==> src/rtl/uart_rx_pkg.sv <==
`timescale 1ns/1ps
`default_nettype none
// ============================================================================
//  Module   : uart_rx_pkg
//  Purpose  : Shared definitions for the UART receiver: state encoding,
//             default oversampling ratio and a ceiling-log2 helper used to
//             size the tick and bit counters.
//  Ports    : none (package)
//  Revision : 1.0 - initial release
// ============================================================================
package uart_rx_pkg;

    // Oversampling ratio produced by the companion baud-rate generator.
    localparam int OVERSAMPLE_DEFAULT = 16;

    // Receiver state encoding.
    localparam logic [2:0] IDLE      = 3'd0;
    localparam logic [2:0] START     = 3'd1;
    localparam logic [2:0] DATA      = 3'd2;
    localparam logic [2:0] STOP      = 3'd3;
    localparam logic [2:0] WAIT_IDLE = 3'd4;

    // Ceiling log2, evaluated at elaboration time for counter widths.
    function automatic int clog2(input int value);
        int result = 0;
        while ((1 << result) < value) begin
            result = result + 1;
        end
        return result;
    endfunction

endpackage
`default_nettype wire

==> src/rtl/uart_rx_bit_synchronizer.sv <==
`timescale 1ns/1ps
`default_nettype none
// ============================================================================
//  Module   : uart_rx_bit_synchronizer
//  Purpose  : Two-flop synchroniser bringing an asynchronous single-bit
//             signal into the i_clk domain. Both flops reset to RESET_VAL.
//  Ports    : i_clk  - destination clock
//             i_rst  - asynchronous active-high reset
//             i_d    - asynchronous input
//             o_q    - synchronised output (2 cycles of latency)
//  Revision : 1.0 - initial release
// ============================================================================
module uart_rx_bit_synchronizer #(
    parameter logic RESET_VAL = 1'b0
) (
    input  logic i_clk,
    input  logic i_rst,
    input  logic i_d,
    output logic o_q
);

    logic meta;

    always_ff @(posedge i_clk or posedge i_rst) begin
        if (i_rst) begin
            meta <= RESET_VAL;
            o_q  <= RESET_VAL;
        end else begin
            meta <= i_d;
            o_q  <= meta;
        end
    end

endmodule
`default_nettype wire

==> src/rtl/uart_rx.sv <==
`timescale 1ns/1ps
`default_nettype none
// ============================================================================
//  Module   : uart_rx
//  Purpose  : Oversampling UART receiver for 8N1-style frames. Detects the
//             start bit, samples every bit at mid-bit, shifts data in LSB
//             first and checks the stop bit.
//  Ports    : i_clk       - system clock
//             i_rst       - asynchronous active-high reset
//             i_tick      - one-cycle oversample tick
//             i_rx        - raw serial line (idle high, asynchronous)
//             o_data      - last received word, held until next frame ends
//             o_rx_done   - one-cycle pulse, good stop bit
//             o_frame_err - one-cycle pulse, stop bit sampled low
//             o_busy      - high whenever the receiver is not idle
//  Revision : 1.0 - initial release
// ============================================================================
module uart_rx
    import uart_rx_pkg::*;
#(
    parameter int DATA_BITS  = 8,
    parameter int OVERSAMPLE = OVERSAMPLE_DEFAULT
) (
    input  logic                 i_clk,
    input  logic                 i_rst,
    input  logic                 i_tick,
    input  logic                 i_rx,
    output logic [DATA_BITS-1:0] o_data,
    output logic                 o_rx_done,
    output logic                 o_frame_err,
    output logic                 o_busy
);

    localparam int TICK_W = clog2(OVERSAMPLE);
    localparam int BIT_W  = clog2(DATA_BITS);

    // MID lands in the middle of the start bit; LAST is one full bit later.
    localparam logic [TICK_W-1:0] MID      = TICK_W'(OVERSAMPLE / 2 - 1);
    localparam logic [TICK_W-1:0] LAST     = TICK_W'(OVERSAMPLE - 1);
    localparam logic [BIT_W-1:0]  BIT_LAST = BIT_W'(DATA_BITS - 1);

    logic [2:0]           state;
    logic [2:0]           next_state;
    logic                 rx_s;
    logic [TICK_W-1:0]    tick_cnt;
    logic [BIT_W-1:0]     bit_cnt;
    logic [DATA_BITS-1:0] shift;
    logic [DATA_BITS-1:0] data;
    logic                 rx_done;
    logic                 frame_err;

    // Datapath controls decoded from the current state
    logic tick_clr, tick_inc, bit_clr, bit_inc, shift_en, load_data;
    logic done_set, err_set;
    logic at_mid, at_last;

    uart_rx_bit_synchronizer #(
        .RESET_VAL (1'b1)
    ) u_sync (
        .i_clk (i_clk),
        .i_rst (i_rst),
        .i_d   (i_rx),
        .o_q   (rx_s)
    );

    assign at_mid  = i_tick && (tick_cnt == MID);
    assign at_last = i_tick && (tick_cnt == LAST);

    // State register
    always_ff @(posedge i_clk or posedge i_rst) begin
        if (i_rst) begin
            state <= IDLE;
        end else begin
            state <= next_state;
        end
    end

    // Next-state logic; everything except WAIT_IDLE moves only on a tick
    always_comb begin
        next_state = state;
        case (state)
            IDLE:      if (i_tick && !rx_s) next_state = START;
            START:     if (at_mid) next_state = rx_s ? IDLE : DATA;
            DATA:      if (at_last && (bit_cnt == BIT_LAST)) next_state = STOP;
            STOP:      if (at_last) next_state = rx_s ? IDLE : WAIT_IDLE;
            WAIT_IDLE: if (rx_s) next_state = IDLE;
            default:   next_state = IDLE;
        endcase
    end

    // Output / datapath control decode
    always_comb begin
        tick_clr  = 1'b0;
        tick_inc  = 1'b0;
        bit_clr   = 1'b0;
        bit_inc   = 1'b0;
        shift_en  = 1'b0;
        load_data = 1'b0;
        done_set  = 1'b0;
        err_set   = 1'b0;
        case (state)
            IDLE: begin
                if (i_tick && !rx_s) tick_clr = 1'b1;
            end
            START: begin
                if (at_mid) begin
                    tick_clr = 1'b1;
                    bit_clr  = 1'b1;
                end else if (i_tick) begin
                    tick_inc = 1'b1;
                end
            end
            DATA: begin
                if (at_last) begin
                    tick_clr = 1'b1;
                    shift_en = 1'b1;
                    bit_inc  = (bit_cnt != BIT_LAST);
                end else if (i_tick) begin
                    tick_inc = 1'b1;
                end
            end
            STOP: begin
                if (at_last) begin
                    tick_clr  = 1'b1;
                    load_data = 1'b1;
                    done_set  = rx_s;
                    err_set   = !rx_s;
                end else if (i_tick) begin
                    tick_inc = 1'b1;
                end
            end
            default: ;
        endcase
    end

    // Counters, shift register and registered strobes
    always_ff @(posedge i_clk or posedge i_rst) begin
        if (i_rst) begin
            tick_cnt  <= '0;
            bit_cnt   <= '0;
            shift     <= '0;
            data      <= '0;
            rx_done   <= 1'b0;
            frame_err <= 1'b0;
        end else begin
            if (tick_clr) begin
                tick_cnt <= '0;
            end else if (tick_inc) begin
                tick_cnt <= tick_cnt + TICK_W'(1);
            end
            if (bit_clr) begin
                bit_cnt <= '0;
            end else if (bit_inc) begin
                bit_cnt <= bit_cnt + BIT_W'(1);
            end
            if (shift_en) begin
                shift <= {rx_s, shift[DATA_BITS-1:1]};
            end
            if (load_data) begin
                data <= shift;
            end
            rx_done   <= done_set;
            frame_err <= err_set;
        end
    end

    assign o_data      = data;
    assign o_rx_done   = rx_done;
    assign o_frame_err = frame_err;
    assign o_busy      = (state != IDLE);

endmodule
`default_nettype wire

==> config.mk <==
export PLATFORM = sky130hd
export DESIGN_NAME = uart_rx
export DESIGN_NICKNAME = d
export VERILOG_FILES = /design/src/rtl/uart_rx_pkg.sv /design/src/rtl/uart_rx_bit_synchronizer.sv /design/src/rtl/uart_rx.sv
export SDC_FILE = /design/constraint.sdc
export NUM_CORES = 1
export LEC_CHECK = 0
export CAP_MARGIN = 10
export CORE_UTILIZATION = 45
export CTS_CLUSTER_DIAMETER = 30
export DETAILED_ROUTE_END_ITERATION = 7
export PLACE_DENSITY_LB_ADDON = 0.15
export SETUP_SLACK_MARGIN = 0.05
export SLEW_MARGIN = 0
export SYNTH_ARGS = -nofsm -noshare
export SYNTH_HDL_FRONTEND = slang
export SYNTH_SLANG_ARGS = --single-unit
==> constraint.sdc <==
create_clock -name i_clk -period 1.6 [get_ports i_clk]
set_input_delay 0.24 -clock i_clk [delete_from_list [all_inputs] [get_ports i_clk]]
set_output_delay 0.24 -clock i_clk [all_outputs]
set_load 0.05 [all_outputs]
==> results.py, run 1 <==
metrics = {
    "run_status": {
        "status": "finished, violations left",
        "violations": "negative setup slack",
    },
    "route": {
        "drtIter0Drc": 39,
        "postRouteAntennaNets": 0,
        "wire_per_inst_um": 14.7,
        "routed_wl_um": 2870,
        "via_count": 1013,
        "drc": 0,
        "vias_per_cell": 5.19,
        "dr.pass1.iters": 4,
    },
    "timing": {
        "hold_viol": 0,
        "rsz0062_at_grt": "yes",
        "worst_slew_pin_slew_ns": 0.378,
        "fin_skew_ns": 0.0106,
        "setup_violations": 1,
        "maxSlewViolCount": 0,
        "finalWorstSetupSlack_ns": -0.0116,
        "final.period_utilization": 1.01,
        "maxSlewHeadroom": 0.748,
        "fmax_ghz": 0.620,
        "period_needed_ns": 1.61,
    },
    "job": {
        "maxCapViolCount": 0,
    },
    "clock_tree": {
        "cts_tree": "done",
        "hold_buffers": 0,
        "numCtsBuffers": 5,
        "clock-root-buffer": "clkbuf_4",
        "cts_htree_levels": 2,
        "cts.sinks": 30,
        "clockBufferDepth": 2,
        "clk-insertion-delay-late_ns": 0.32,
        "clkTransAtPathRegs_ns": 0.10,
    },
    "synthesis": {
        "synth.distinct_cells": 34,
        "synth_seq_cells": 30,
        "synth_nets": 120,
        "syn-instance-count": 113,
        "yosysWarnings": 0,
        "avgSynthCellArea_sq_um": 12.5,
        "yosysSeqAreaShare": 0.533,
        "syn_area_sq_mm": 0.00141,
    },
    "die": {
        "die_w_um": 58.1,
        "core_sq_mm": 0.00288,
        "die_h_um": 58.1,
        "start_util": 0.492,
        "die_area_sq_mm": 0.00337,
        "io_pins": 15,
        "num_rows": 19,
    },
    "setup_path": {
        "cp_data_required_time_ns": 1.36,
        "cp_data_arrival_time_ns": 1.37,
        "r2r_cells": 5,
        "cp_slowest_stage_delay_ns": 0.41,
        "r2r_end": "shift[6]",
        "reg2reg_slack_ns": 0.02,
        "cp.depth": 3,
        "cp-endpoint": "o_busy",
        "cp_num_buf_inv": 2,
        "end_kind": "output port",
        "crit_type": "reg2out",
        "cp-startpoint": "state[0]",
        "crit_fanout": 2,
        "path_cells": "buf_6 > or3_4 > buf_8",
        "cp_slowest_cell": "dfrtp_1",
        "start_kind": "flop",
        "cp_top_family": "flip-flops",
        "r2r_start": "tick_cnt[0]",
    },
    "place": {
        "place_hpwl_um": 1800,
        "gp_congestion": 0.834,
        "io_buffers": 14,
        "preCtsSetupSlack_ns": -0.175,
        "dpl_cell_area_sq_mm": 0.00166,
    },
    "cells_and_area": {
        "drive_gt1_frac": 0.477,
        "regArea_sq_um": 753,
        "multiInputGateArea_sq_um": 703,
        "antenna_cells": 0,
        "fin_nets": 159,
        "nFillCells": 233,
        "final_cell_mix": "30 x buf_4, 28 x dfrtp_1, 15 x mux2_4",
        "area_delta_synth_final_pct": 33.8,
        "fin_util": 0.658,
        "fin_area_sq_mm": 0.00189,
        "final_common_cell": "buf_4",
    },
    "pwr": {
        "power.leakage_nw": 0.911,
        "p_per_area_mw_per_mm2": 1140,
        "peakVddDrop_mv": 0.651,
        "power_mw": 2.16,
    },
    "global_routing": {
        "grt_use_total": 0.202,
        "grt_max_degree": 31,
        "grt_pass1_vias": 1045,
        "grt_first_pass_wirelength_um": 5000,
        "grt_overflow": 0,
        "antenna_found_initial": 0,
    },
    "worst_hold_path": {
        "hold_path_class": "in2async",
    },
}
==> metal layers <==
layer / vias to the layer above / part of all wire / global-route usage
met2: 24 / 0.47 / 0.305
met5: - / 0 / 0
li1: 482 / - / -
met1: 500 / 0.46 / 0.270
met3: 7 / 0.041 / 0.0402
met4: 0 / 0.023 / 0.116
==> repair_timing <==
| action | in CTS | in global routing |
|---|---|---|
| hold endpoints to repair | 0 | 0 |
| endpoints found under the setup margin | 24 | 22 |
| gates cloned | 1 | 0 |
| setup buffers | 5 | 3 |
| gates resized for setup | 19 | 8 |
| pin swaps | 3 | 4 |
==> Yosys cell counts, drive strengths merged <==
cell | n | area, sq um
nor3b | 3 | 22.5
clkbuf | 3 | 16.3
a21oi | 5 | 25.0
nor4b | 2 | 32.5
buf | 4 | 35.0
o21ai | 1 | 5.00
and4 | 2 | 17.5
nand2b | 4 | 25.0
nand4b | 1 | 8.76
mux2 | 16 | 206
nand3 | 2 | 10.0
nor3 | 4 | 20.0
a211oi | 2 | 15.0
a311oi | 1 | 8.76
inv | 2 | 7.51
nor4 | 1 | 6.26
ha | 3 | 37.5
dfstp | 2 | 52.6
xnor2 | 3 | 26.3
and4bb | 1 | 12.5
a31oi | 1 | 6.26
and2 | 1 | 6.26
nand2 | 4 | 15.0
or3 | 3 | 23.8
mux2i | 3 | 30.0
nor2 | 11 | 41.3
dfrtp | 28 | 701
==> cells by family (layout without fill, tap and decap cells) <==
logic type,Yosys count,count (layout),share of synthesized area
flip-flops,30,30,0.533
multiplexers,19,19,0.167
XOR/XNOR,3,3,0.0186
buffers and inverters,9,48,0.0416
AND/OR/NAND/NOR,39,40,0.171
adder cells (fa/ha/maj),3,3,0.0266
AO/OA/AOI/OAI,10,10,0.0425
==> metrics by stage <==
step,hold slack [ns],setup TNS (ns),instances
after floorplan,0.244,-0.554,113
after global placement,0.346,-3.04,179
after detailed placement,0.348,-3.29,179
after CTS,0.293,-0.0295,193
after global routing,0.311,-0.705,195
final,0.287,-0.0116,195
==> worst min path at each step <==
stage | start | endpoint | slack, ns
6_report | i_rst | state[1] | 0.29
5_1_grt | i_rx | u_sync.meta | 0.31
4_1_cts | i_rst | tick_cnt[0] | 0.29
3_5_place_dp | u_sync.meta | u_sync.o_q | 0.35
3_3_place_gp | u_sync.meta | u_sync.o_q | 0.35
2_1_floorplan | i_rx | u_sync.meta | 0.24
==> power by group <==
group	switching, mW	internal [mW]
Clock	0.250	0.213
Sequential	0.0656	0.831
Combinational	0.388	0.416
Total	0.704	1.46
==> final cells by class <==
cell class,count,share of cell area
timing repair buffer,38,0.167
clock buffer,7,0.0291
inverter,2,0.00397
sequential,30,0.398
tap,42,0.0278
clock inverter,1,0.00265
multi-input combinational,75,0.372
==> tightest hold or removal path, cell delays in order <==
cell             delay, ns
clkdlybuf4s50_1       0.40
inv_1                 0.05
buf_4                 0.34
==> registers in the layout (all words and copies together) (netlist names) <==
register	flops
state	3
o_data	8
shift	8
bit_cnt	3
o_frame_err	1
tick_cnt	4
u_sync.o_q	1
o_rx_done	1
u_sync.meta	1
Power figures use the tool's default switching activity.
==> run 2, diff against run 1 <==
- DONT_BUFFER_PORTS: unset -> 1
- clock period: 1.6 -> 1.95 ns (I/O delays scaled with it)
==> results.py, run 2 (synthesized netlist as in run 1, its figures left out) <==
metrics = {
    "pwr": {
        "comb_power_share": 0.237,
        "swShare": 0.305,
        "pwr-share-seq": 0.466,
        "power.leakage_nw": 0.743,
        "p_int_mw": 1.11,
        "p_per_area_mw_per_mm2": 1020,
        "p_clk_frac": 0.296,
        "p_sw_mw": 0.488,
        "peakVddDrop_mv": 0.532,
    },
    "timing": {
        "period_needed_ns": 1.75,
        "setup_violations": 0,
        "fin_skew_ns": 0.00578,
        "rsz0062_at_grt": "no",
        "hold_viol": 0,
        "worst_slew_pin_slew_ns": 0.522,
        "maxSlewViolCount": 0,
        "maxSlewHeadroom": 0.649,
        "fmax_ghz": 0.572,
        "final.setup.tns_ns": 0,
        "final.period_utilization": 0.897,
    },
    "die": {
        "die_area_sq_mm": 0.00337,
        "io_pins": 15,
        "core_sq_mm": 0.00288,
        "num_rows": 19,
        "start_util": 0.492,
        "die_h_um": 58.1,
        "die_w_um": 58.1,
    },
    "route": {
        "wire_per_inst_um": 14.1,
        "drtIter0Drc": 38,
        "via_count": 849,
        "dr.pass1.iters": 4,
        "routed_wl_um": 2320,
        "postRouteAntennaNets": 0,
        "vias_per_cell": 5.18,
        "drc": 0,
    },
    "global_routing": {
        "grt_max_degree": 21,
        "grt_overflow": 0,
        "grt_first_pass_wirelength_um": 4240,
        "grt_use_total": 0.173,
        "grt_pass1_vias": 862,
        "antenna_found_initial": 0,
    },
    "cells_and_area": {
        "antenna_cells": 0,
        "nFillCells": 249,
        "multiInputGateArea_sq_um": 603,
        "area_delta_synth_final_pct": 11.0,
        "drive_gt1_frac": 0.279,
        "instances_no_fill": 164,
        "final_common_cell": "dfrtp_1",
        "final_cell_mix": "28 x dfrtp_1, 11 x nor2_1, 9 x mux2_2",
        "fin_nets": 128,
        "regArea_sq_um": 753,
    },
    "setup_path": {
        "cp_data_arrival_time_ns": 1.46,
        "cp_data_required_time_ns": 1.66,
        "end_kind": "output port",
        "crit_type": "reg2out",
        "crit_fanout": 5,
        "start_kind": "flop",
    },
    "place": {
        "gp_congestion": 0.769,
        "io_buffers": 0,
        "place_hpwl_um": 1630,
        "dp_cells": 154,
    },
    "job": {
        "maxCapViolCount": 0,
    },
    "clock_tree": {
        "clock-root-buffer": "clkbuf_4",
        "clockBufferDepth": 2,
        "numCtsBuffers": 5,
        "clkTransAtPathRegs_ns": 0.09,
        "cts_tree": "done",
        "clk-insertion-delay-late_ns": 0.32,
        "cts.sinks": 30,
        "cts_htree_levels": 2,
        "cts_setup_buffers": 0,
    },
    "worst_hold_path": {
        "hold_path_class": "in2reg",
    },
    "run_status": {
        "status": "completed",
    },
}
==> run 2: changes by cell type in the layout (fill, tap and decap cells not counted), moves of 3 or more <==
cell / previous run / this run
clkdlybuf4s50_1: 3 / 0
buf_4: 30 / 5
mux2_4: 15 / 7
mux2_2: 1 / 9
buf_6: 4 / 0
==> run 2: power by group through the flow <==
| stage | Combinational [mW] | Sequential, mW | Clock, mW |
|---|---|---|---|
| 2_1_floorplan | 0.342 | 0.722 | 0 |
| 3_3_place_gp | 0.378 | 0.755 | 0 |
| 3_5_place_dp | 0.377 | 0.758 | 0 |
| 4_1_cts | 0.382 | 0.746 | 0.493 |
| 5_1_grt | 0.431 | 0.756 | 0.527 |
| 6_report | 0.379 | 0.745 | 0.473 |
==> run 2: repair_timing <==
item                                    4_1_cts  5_1_grt
endpoints found under the setup margin        0        8
hold endpoints to repair                     11        0
hold buffers                                  2        0
resized for setup                             0        1
==> run 2: final cells by class <==
cell class	count	area share
flip-flops and latches	30	0.480
well taps	42	0.0335
inverters	2	0.00478
clock inverters	1	0.0191
repair buffers	8	0.0494
multi-input cells	74	0.384
clock buffers	7	0.0287
==> run 2: per-layer routing <==
metal | routed length (um) | GRT usage | share of wire
met5 | 0 | 0 | 0
met1 | 1130 | 0.221 | 0.48
met3 | 91 | 0.0670 | 0.039
met2 | 1080 | 0.268 | 0.47
met4 | 19 | 0.0612 | 0.0082
==> run 2: metrics by stage <==
| stage | utilization | area [sq um] | hold slack, ns | total power, mW | worst slack [ns] |
|---|---|---|---|---|---|
| 6_report | 0.545 | 1570 | 0.234 | 1.60 | 0.201 |
| 5_1_grt | 0.545 | 1570 | 0.222 | 1.71 | 0.114 |
| 4_1_cts | 0.545 | 1570 | 0.216 | 1.62 | 0.150 |
| 3_5_place_dp | 0.512 | 1470 | 0.243 | 1.14 | 0.160 |
| 3_3_place_gp | 0.512 | 1470 | 0.230 | 1.13 | 0.238 |
| 2_1_floorplan | - | 1410 | 0.297 | 1.06 | 0.283 |
==> run 2: path summary, 6_finish.rpt <==
check                               to  slack [ns]   startpoint  cells after the start
min reg2reg                 u_sync.o_q        0.36  u_sync.meta                      0
max in group asynchronous   u_sync.o_q        0.96        i_rst                      3
max reg2reg                   shift[3]        0.25  tick_cnt[0]                      5
min in group asynchronous  tick_cnt[3]        0.43        i_rst                      2
max                             o_busy        0.20     state[2]                      2
min                           state[1]        0.23       i_tick                      2
==> run 2: worst max-delay path, stage by stage, from the launching register on <==
cell and delay (ns):
dfrtp_1 0.39, buf_4 0.15, or3_1 0.60
==> run 3, diff against run 2 <==
- ABC_AREA: unset -> 1
- CORE_UTILIZATION: 45 -> 40
- SETUP_SLACK_MARGIN: 0.05 -> unset
==> results.py, run 3 <==
metrics = {
    "timing": {
        "hold_viol": 0,
        "maxSlewViolCount": 0,
        "setup_violations": 0,
        "fmax_ghz": 0.605,
        "final.setup.tns_ns": 0,
        "final.period_utilization": 0.848,
        "fin_skew_ns": 0.00653,
        "rsz0062_at_grt": "no",
        "worst_slew_pin_slew_ns": 0.511,
        "maxSlewHeadroom": 0.660,
        "period_needed_ns": 1.65,
    },
    "synthesis": {
        "synth-edff-count": 0,
        "syn_area_sq_mm": 0.00150,
        "yosysSeqAreaShare": 0.504,
        "avgSynthCellArea_sq_um": 9.17,
        "synth.distinct_cells": 22,
        "synth_top_area_cell": "dfrtp_1",
        "yosysMostFrequentCell": "nand2_1",
        "async_flop_share": 1.00,
        "syn-instance-count": 163,
        "synth_area_leaders": "dfrtp_1 47%, nand2_1 11%, o21ai_2 8.2%",
        "synth_top_area_share": 0.469,
        "synth_seq_cells": 30,
        "yosysWarnings": 0,
        "ys.flop_type": "dfrtp_1",
        "synth_nets": 170,
        "synth_common_cells": "44 x nand2_1, 28 x dfrtp_1, 17 x inv_1",
    },
    "route": {
        "drtIter0Drc": 46,
        "wire_per_inst_um": 11.7,
        "routed_wl_um": 2560,
        "via_count": 1065,
        "drc": 0,
        "postRouteAntennaNets": 0,
        "vias_per_cell": 4.89,
        "dr.pass1.iters": 4,
    },
    "setup_path": {
        "cp_data_required_time_ns": 1.66,
        "crit_fanout": 7,
        "start_kind": "flop",
        "cp_slowest_stage_delay_ns": 0.45,
        "cp_slowest_cell": "dfrtp_1",
        "r2r_end": "bit_cnt[1]",
        "reg2reg_slack_ns": 0.49,
        "cp_data_arrival_time_ns": 1.36,
        "crit_type": "reg2out",
        "path_cells": "nor2_1 > nand2_1",
        "r2r_cells": 8,
        "end_kind": "output port",
        "r2r_start": "tick_cnt[0]",
    },
    "clock_tree": {
        "clock-root-buffer": "clkbuf_8",
        "clk-insertion-delay-late_ns": 0.28,
        "cts.sinks": 30,
        "cts_tree": "done",
        "clockBufferDepth": 2,
        "cts_resized": 0,
        "numCtsBuffers": 5,
        "clkTransAtPathRegs_ns": 0.07,
        "cts_htree_levels": 2,
    },
    "pwr": {
        "peakVddDrop_mv": 0.627,
        "power.leakage_nw": 0.811,
        "p_per_area_mw_per_mm2": 1060,
    },
    "die": {
        "core_sq_mm": 0.00347,
        "die_w_um": 63.1,
        "num_rows": 21,
        "die_h_um": 63.1,
        "io_pins": 15,
        "die_area_sq_mm": 0.00399,
        "start_util": 0.431,
    },
    "cells_and_area": {
        "fin_area_sq_mm": 0.00165,
        "area_delta_synth_final_pct": 10.5,
        "final_common_cell": "nand2_1",
        "final_cell_mix": "44 x nand2_1, 28 x dfrtp_1, 17 x inv_1",
        "drive_gt1_frac": 0.244,
        "antenna_cells": 0,
        "fin_nets": 178,
        "nFillCells": 336,
    },
    "global_routing": {
        "grt_first_pass_wirelength_um": 4660,
        "grt_max_degree": 31,
        "grt_pass1_vias": 1063,
        "grt_overflow": 0,
        "grt_use_total": 0.154,
        "antenna_found_initial": 0,
    },
    "worst_hold_path": {
        "min_path_cells": 5,
        "hold_start": "i_tick",
        "whs_endpoint": "state[0]",
        "hold_path_class": "in2reg",
    },
    "place": {
        "dpl_cell_area_sq_mm": 0.00154,
        "place_hpwl_um": 1840,
        "gp_congestion": 0.804,
        "io_buffers": 0,
    },
    "job": {
        "maxCapViolCount": 0,
    },
    "run_status": {
        "status": "completed",
    },
}
[run 3: changes by cell type after synthesis, moves of 7 or more]
cell	previous run	this run
nand2_1	4	44
nand3_1	2	15
inv_1	2	17
mux2_4	7	0
o21ai_2	0	14
mux2_2	9	0
[run 3: timing repair]
action                                 CTS  global route
buffers inserted                         0             0
endpoints found under the hold margin   29             0
hold buffers                             2             0
[run 3: logic make-up (layout without fill, tap and decap cells)]
logic type                 after synthesis  count (layout)  share of synthesized area
AOI/OAI and AO/OA                       21              21                      0.113
xor gates and xnor gates                 1               1                    0.00586
adders and majority gates                3               3                     0.0251
buffers and inverters                   23              32                     0.0678
DFF                                     30              30                      0.504
and+or+nand+nor                         85              85                      0.285
[run 3: area by class of cell]
class,instances,area (sq um),share of cell area
clock buffers,6,82.6,0.0500
clock inverters,2,12.5,0.00757
inverters,21,78.8,0.0477
multi-input cells,110,641,0.388
flip-flops and latches,30,753,0.456
well taps,46,57.6,0.0348
repair buffers,3,27.5,0.0167
[run 3: layer usage]
metal | vias to the layer above | share of wire | track usage
li1 | 534 | - | -
met1 | 509 | 0.50 | 0.192
met2 | 20 | 0.44 | 0.237
met3 | 2 | 0.047 | 0.0507
met4 | 0 | 0.0098 | 0.0785
met5 | - | 0 | 0
[run 3: power breakdown]
part	internal (mW)	switching (mW)
Clock	0.283	0.231
Combinational	0.148	0.323
Sequential	0.685	0.0781
[run 3: stage by stage]
step	std cells	setup WS, ns	hold slack, ns	util	power (mW)
after floorplan	163	0.623	0.297	-	1.16
after global placement	208	0.529	0.283	0.443	1.23
after detailed placement	208	0.482	0.289	0.443	1.25
after CTS	218	0.282	0.351	0.477	1.78
after global routing	218	0.216	0.363	0.477	1.88
final	218	0.297	0.354	0.477	1.75
[run 3: worst max-delay path by stage]
stage / endpoint / slack, ns / depth (start not counted) / from
4_1_cts: o_busy / 0.28 / 2 / state[0]
3_5_place_dp: o_data[7] / 0.48 / 6 / tick_cnt[1]
5_1_grt: o_busy / 0.22 / 2 / state[0]
6_report: o_busy / 0.30 / 2 / state[0]
2_1_floorplan: o_data[0] / 0.62 / 7 / tick_cnt[0]
3_3_place_gp: bit_cnt[2] / 0.53 / 8 / tick_cnt[0]
[run 3: worst max-delay path: cells and delay by family (launching register included)]
| family | cells | cell delay, ns |
|---|---|---|
| and+or+nand+nor | 2 | 0.63 |
| DFF | 1 | 0.45 |
